$ cat config.mk
export PLATFORM = sky130hd
export DESIGN_NAME = dmem_responder_flat
export DESIGN_NICKNAME = d
export VERILOG_FILES = /design/src/rtl/dmem_pkg.sv /design/src/rtl/dmem_if.sv /design/src/rtl/dmem_ram.sv /design/src/rtl/dmem_responder.sv /design/src/flat_wrapper.sv
export SDC_FILE = /design/constraint.sdc
export NUM_CORES = 2
export LEC_CHECK = 0
export BUFFER_PORTS_ARGS = -buffer_cell sky130_fd_sc_hd__buf_2
export CAP_MARGIN = 20
export CORE_MARGIN = 1.5
export CORE_UTILIZATION = 45
export DETAILED_ROUTE_END_ITERATION = 10
export PLACE_DENSITY_LB_ADDON = 0.05
export SYNTH_ARGS = -nofsm -noshare
export SYNTH_HDL_FRONTEND = slang
export SYNTH_SLANG_ARGS = --single-unit
$ cat constraint.sdc
create_clock -name clk -period 3.58 [get_ports clk]
set_input_delay 0.358 -clock clk [delete_from_list [all_inputs] [get_ports clk]]
set_output_delay 0.358 -clock clk [all_outputs]
set_load 0.02 [all_outputs]
$ cat src/rtl/dmem_pkg.sv
// ============================================================================
// Module      : dmem_pkg
// Description : Address map, STATUS bit indices and decode helper for the
//               data-memory responder.
// Revision    : 1.0 - initial release
// ============================================================================
`default_nettype none

package dmem_pkg;

    localparam logic [31:0] RAM_BASE      = 32'h0000_0000;
    localparam int          RAM_WORDS     = 64;
    localparam logic [31:0] GPIO_OUT_ADDR = 32'h0000_0800;
    localparam logic [31:0] GPIO_IN_ADDR  = 32'h0000_0804;
    localparam logic [31:0] CYCLE_ADDR    = 32'h0000_0808;
    localparam logic [31:0] STATUS_ADDR   = 32'h0000_080C;

    localparam int STATUS_MISALIGNED = 0;
    localparam int STATUS_UNMAPPED   = 1;

    typedef enum logic [2:0] {
        SEL_NONE     = 3'd0,
        SEL_RAM      = 3'd1,
        SEL_GPIO_OUT = 3'd2,
        SEL_GPIO_IN  = 3'd3,
        SEL_CYCLE    = 3'd4,
        SEL_STATUS   = 3'd5
    } sel_e;

    // Takes the word address (byte address bits [31:2]); byte offset never affects decode.
    function automatic sel_e decode(input logic [29:0] word_addr);
        sel_e sel;
        sel = SEL_NONE;
        if (word_addr[29:10] != 20'd0)
            sel = SEL_NONE;
        else if (word_addr[9:6] == RAM_BASE[11:8])
            sel = SEL_RAM;
        else if (word_addr == GPIO_OUT_ADDR[31:2])
            sel = SEL_GPIO_OUT;
        else if (word_addr == GPIO_IN_ADDR[31:2])
            sel = SEL_GPIO_IN;
        else if (word_addr == CYCLE_ADDR[31:2])
            sel = SEL_CYCLE;
        else if (word_addr == STATUS_ADDR[31:2])
            sel = SEL_STATUS;
        return sel;
    endfunction

endpackage

`default_nettype wire

$ cat src/rtl/dmem_if.sv
// ============================================================================
// Module      : dmem_if
// Description : Core-side data-memory bus between the pipeline and responder.
// Revision    : 1.0 - initial release
// ============================================================================
`default_nettype none

interface dmem_if;
    logic        we_dm;
    logic [31:0] alu_out;
    logic [31:0] wd_dm;
    logic [31:0] rd_dm;

    modport master (output we_dm, output alu_out, output wd_dm, input  rd_dm);
    modport slave  (input  we_dm, input  alu_out, input  wd_dm, output rd_dm);
endinterface

`default_nettype wire

$ cat src/rtl/dmem_ram.sv
// ============================================================================
// Module      : dmem_ram
// Description : 64x32 storage, combinational read, synchronous write, no reset.
// Revision    : 1.0 - initial release
// ============================================================================
`default_nettype none

module dmem_ram
    import dmem_pkg::*;
(
    input  wire logic        clk,
    input  wire logic        we,
    input  wire logic [5:0]  waddr,
    input  wire logic [31:0] wdata,
    input  wire logic [5:0]  raddr,
    output logic      [31:0] rdata
);

    logic [31:0] r_mem [RAM_WORDS];

    always_ff @(posedge clk) begin
        if (we)
            r_mem[waddr] <= wdata;
    end

    assign rdata = r_mem[raddr];

endmodule

`default_nettype wire

$ cat src/rtl/dmem_responder.sv
// ============================================================================
// Module      : dmem_responder
// Description : Memory-mapped RAM, GPIO, cycle counter and sticky STATUS.
// Revision    : 1.0 - initial release
// ============================================================================
`default_nettype none

module dmem_responder
    import dmem_pkg::*;
(
    input  wire logic        clk,
    input  wire logic        rst,
    dmem_if.slave            bus,
    input  wire logic [31:0] gpio_in,
    output logic      [31:0] gpio_out,
    output logic             bus_err
);

    sel_e        w_sel;
    logic        w_aligned;
    logic        w_wr_ok;
    logic        w_ram_we;
    logic [31:0] w_ram_rdata;
    logic [1:0]  w_status_next;

    logic [31:0] r_gpio_out;
    logic [31:0] r_cycle;
    logic [1:0]  r_status;
    logic        r_bus_err;
    logic [31:0] r_sync1;
    logic [31:0] r_sync2;

    assign w_sel     = decode(bus.alu_out[31:2]);
    assign w_aligned = (bus.alu_out[1:0] == 2'b00);
    assign w_wr_ok   = bus.we_dm & w_aligned & ~rst;
    assign w_ram_we  = w_wr_ok & (w_sel == SEL_RAM);

    dmem_ram u_ram (
        .clk   (clk),
        .we    (w_ram_we),
        .waddr (bus.alu_out[7:2]),
        .wdata (bus.wd_dm),
        .raddr (bus.alu_out[7:2]),
        .rdata (w_ram_rdata)
    );

    // Only one write per cycle, so a set and a clear of the same bit never collide.
    always_comb begin
        w_status_next = r_status;
        if (bus.we_dm) begin
            if (!w_aligned)
                w_status_next[STATUS_MISALIGNED] = 1'b1;
            else if (w_sel == SEL_NONE)
                w_status_next[STATUS_UNMAPPED] = 1'b1;
            else if (w_sel == SEL_STATUS)
                w_status_next = r_status & ~bus.wd_dm[1:0];
        end
    end

    always_ff @(posedge clk) begin
        if (rst) begin
            r_gpio_out <= 32'd0;
            r_cycle    <= 32'd0;
            r_status   <= 2'b00;
            r_bus_err  <= 1'b0;
            r_sync1    <= 32'd0;
            r_sync2    <= 32'd0;
        end else begin
            r_sync1   <= gpio_in;
            r_sync2   <= r_sync1;
            r_status  <= w_status_next;
            r_bus_err <= |w_status_next;
            if (w_wr_ok && w_sel == SEL_GPIO_OUT)
                r_gpio_out <= bus.wd_dm;
            if (w_wr_ok && w_sel == SEL_CYCLE)
                r_cycle <= 32'd0;
            else
                r_cycle <= r_cycle + 32'd1;
        end
    end

    always_comb begin
        bus.rd_dm = 32'd0;
        case (w_sel)
            SEL_RAM:      bus.rd_dm = w_ram_rdata;
            SEL_GPIO_OUT: bus.rd_dm = r_gpio_out;
            SEL_GPIO_IN:  bus.rd_dm = r_sync2;
            SEL_CYCLE:    bus.rd_dm = r_cycle;
            SEL_STATUS:   bus.rd_dm = {30'd0, r_status};
            default:      bus.rd_dm = 32'd0;
        endcase
    end

    assign gpio_out = r_gpio_out;
    assign bus_err  = r_bus_err;

endmodule

`default_nettype wire

$ cat src/flat_wrapper.sv
// flat-port wrapper written by rule: the top's interface ports become plain ports
module dmem_responder_flat import dmem_pkg::*;
  (clk, rst, gpio_in, gpio_out, bus_err, bus_we_dm, bus_alu_out, bus_wd_dm, bus_rd_dm);
  dmem_if bus_i ();
  input  wire logic clk;
  input  wire logic rst;
  input  wire logic [31:0] gpio_in;
  output logic      [31:0] gpio_out;
  output logic bus_err;
  input wire logic [$bits(bus_i.we_dm)-1:0] bus_we_dm;
  input wire logic [$bits(bus_i.alu_out)-1:0] bus_alu_out;
  input wire logic [$bits(bus_i.wd_dm)-1:0] bus_wd_dm;
  output wire logic [$bits(bus_i.rd_dm)-1:0] bus_rd_dm;
  assign bus_i.we_dm = bus_we_dm;
  assign bus_i.alu_out = bus_alu_out;
  assign bus_i.wd_dm = bus_wd_dm;
  assign bus_rd_dm = bus_i.rd_dm;
  dmem_responder u_core (.clk(clk), .rst(rst), .bus(bus_i), .gpio_in(gpio_in), .gpio_out(gpio_out), .bus_err(bus_err));
endmodule
==> flow_summary.ini <==
[yosys]
postSynthCellCount = 4870
async_flop_share_pct = 0
avgSynthCellArea_sq_um = 17.2
synth_edf_count = 2048
netlist.area_leader.share_pct = 73.3
ys.flop_type = edfxtp_1
synth_area_leader_cell = edfxtp_1
synthMostInstantiatedCell = edfxtp_1
synthDistinctLibCells = 76
synth-seq-cells = 2179
ys_warn_count = 0
yosysSeqAreaShare_pct = 76.4
syn-cell-area_sq_um = 83900
synthTopCellsByCount = edfxtp_1, o22ai_1, o21ai_0
synth_area_leaders = edfxtp_1, dfxtp_1, mux4_2
synth_nets = 4970

[drt]
wl_um = 330000
first_pass_iters = 7
ant_nets = 0
vias = 53700
drc = 0
wl_per_cell_um = 39.4
first_iter_violations = 8683
vias_per_cell = 6.42

[global_route]
antenna_found_initial = 25
grt_pass1_wl_um = 445000
grt_overflow = 0
grt_pass1_vias = 50800
track_usage_pct = 34.4
grt_max_degree = 96

[timing]
period_needed_ps = 3620
period_share_pct = 101
slew_headroom_pct = 17.5
timing.final.ws_setup_ps = -40.8
maxSlewViolCount = 0
setup_viol_count_final = 2
worstMarginPinSlew_ps = 1240
timing.hold.ws_ps = 96.4
fin_skew_ps = 4.46
rsz0062_at_grt = true
hold_viol = 0
max_freq_mhz = 276

[cells_and_area]
drive_above_1_share_pct = 27.8
area_delta_synth_final_pct = 22.1
nFillCells = 14800
layout.nets = 5791

[pwr]
total_power_mw = 54.1
p_leak_nw = 33.8
ir_drop_uv = 486
powerDensity_nw_per_um2 = 528

[critical_path]
worst-endpoint-arrival_ps = 3260
crit_path_start_kind = primary input
r2r-start = u_core.r_cycle[2]
path_class = in2out
r2r-end = u_core.r_cycle[31]
end_kind = output port
worst-path-max-fanout = 26
reg2reg_depth = 7
rrSetupSlack_ps = 1180
critical_path_required_ps = 3220

[die]
rows = 158
dieArea_sq_um = 189000
die_y_um = 435
start_util_pct = 45.3
die_w_um = 435
pin_count = 164
core_sq_um = 185000

[cts]
clock-root-buffer = clkbuf_16
numCtsBuffers = 224
post_cts_buffers = 0
path_clk_slew_ps = 60
clk_latency_ps = 880
cts_tree = yes
clock_sinks = 2179
h-tree-depth = 4
cts.path.max_buffers = 3

[status]
run_status = finished, violations left
violations = negative setup slack

[worst_hold_path]
hp-start = bus_wd_dm[30]
worstHoldEndpoint = u_core.gpio_out[30]
min_path_type = in2reg
hold_depth = 3

[job]
drv_cap = 0

[placed_design]
port_buffers = 163
dp_hpwl_um = 219000
place.gp.congestion = 0.928
==> sequential cells by signal, summed over array words and instances (netlist names) <==
register / count
u_core.gpio_out: 32
u_core.bus_err: 1
u_core.u_ram.r_mem: 2048
u_core.r_cycle: 32
u_core.r_sync1: 32
u_core.r_status: 2
u_core.r_sync2: 32
==> worst max path at each step <==
stage	start	slack (ps)	to
final	bus_alu_out[2]	-40	bus_rd_dm[2]
after global routing	u_core.u_ram.r_mem[18][19]	-70	bus_rd_dm[19]
after CTS	u_core.u_ram.r_mem[18][19]	-80	bus_rd_dm[19]
after detailed placement	bus_alu_out[4]	-390	bus_rd_dm[5]
after global placement	bus_alu_out[4]	-360	bus_rd_dm[5]
after floorplan	bus_alu_out[21]	-20	u_core.u_ram.r_mem[12][0]
==> layout by cell type, fill, tap and decap left out, types with 10 or more instances in the layout <==
cell type	instances
a22o_1	17
clkbuf_16	231
nand2b_1	33
a21oi_1	199
mux2i_1	195
mux4_2	113
bufinv_16	13
dfxtp_1	131
mux2_2	202
clkbuf_1	54
o21ai_0	213
o22a_1	20
and3_1	10
xor2_1	23
nand3_1	27
nor2_4	65
nor2_1	132
clkinv_2	36
clkinv_1	58
nor3_1	22
buf_2	156
a211oi_1	27
buf_12	227
nor2b_1	72
a222oi_1	11
buf_4	500
nand2_1	188
o221ai_1	169
nand4_1	12
a221oi_1	20
o22ai_1	324
a22oi_1	75
and2_1	10
dlygate4sd3_1	42
edfxtp_1	2048
a32o_1	13
==> stage by stage <==
stage | setup WS (ps) | cell area [sq um] | TNS (ps) | cells | util [%]
floorplan | -20.3 | 83900 | -21630 | 4870 | -
global placement | -364 | 94800 | -1050 | 7897 | 51.1
detailed placement | -387 | 94800 | -1110 | 7901 | 51.1
CTS | -77.8 | 102000 | -85.8 | 8350 | 55.2
global route | -67.5 | 102000 | -86.6 | 8355 | 55.3
finish | -40.8 | 103000 | -45.7 | 8361 | 55.3
==> power breakdown <==
part	switching, mW	internal (mW)	total [mW]
clock network	9.89	12.8	22.7
registers	0.0188	27.9	27.9
logic	2.39	1.20	3.58
==> cells by family (layout without fill, tap and decap cells) <==
kind of cell               after synthesis  in the layout  share of synthesized area, %
AOI/OAI and AO/OA                     1175           1175                          9.28
xor gates and xnor gates                29             29                         0.303
muxes                                  515            515                          8.22
other                                    0              7                             0
DFF                                   2179           2179                          76.4
adders and majority gates                1              1                        0.0149
buffers and inverters                  340           1344                          2.29
and+or+nand+nor                        631            631                          3.50
==> layout make-up <==
class	count	area (sq um)	share of cell area (%)
clock inverters	119	945	0.922
diodes	7	17.5	0.0171
multi-input cells	2351	18700	18.2
repair buffers	931	9590	9.35
clock buffers	290	6050	5.90
well taps	2480	3100	3.03
inverters	4	21.3	0.0208
flip-flops and latches	2179	64100	62.6
==> routing by layer <==
metal  vias to the layer above  track usage (%)  routed length (um)
li1                      21500                -                   -
met1                     28200             48.7              131000
met2                      3413             52.2              148000
met3                       601             6.99               34500
met4                        22             13.7               15100
met5                         -                0                 146
==> worst max-delay path, cell delays in order <==
cell and delay, ps:
buf_8 240, buf_12 220, buf_4 200, buf_12 210
mux4_2 280, o32ai_1 90, nor3_1 400, o221ai_1 230
o32ai_1 610, buf_2 280
==> repair_timing <==
item / 4_1_cts / 5_1_grt
gates resized for setup: 19 / 24
hold buffers: 40 / 2
endpoints found under the setup margin: 12 / 13
gates cloned: 0 / 0
endpoints found under the hold margin: 76 / 14
pin swaps: 1 / 2
Note: power is estimated with default switching activity, not from simulation.
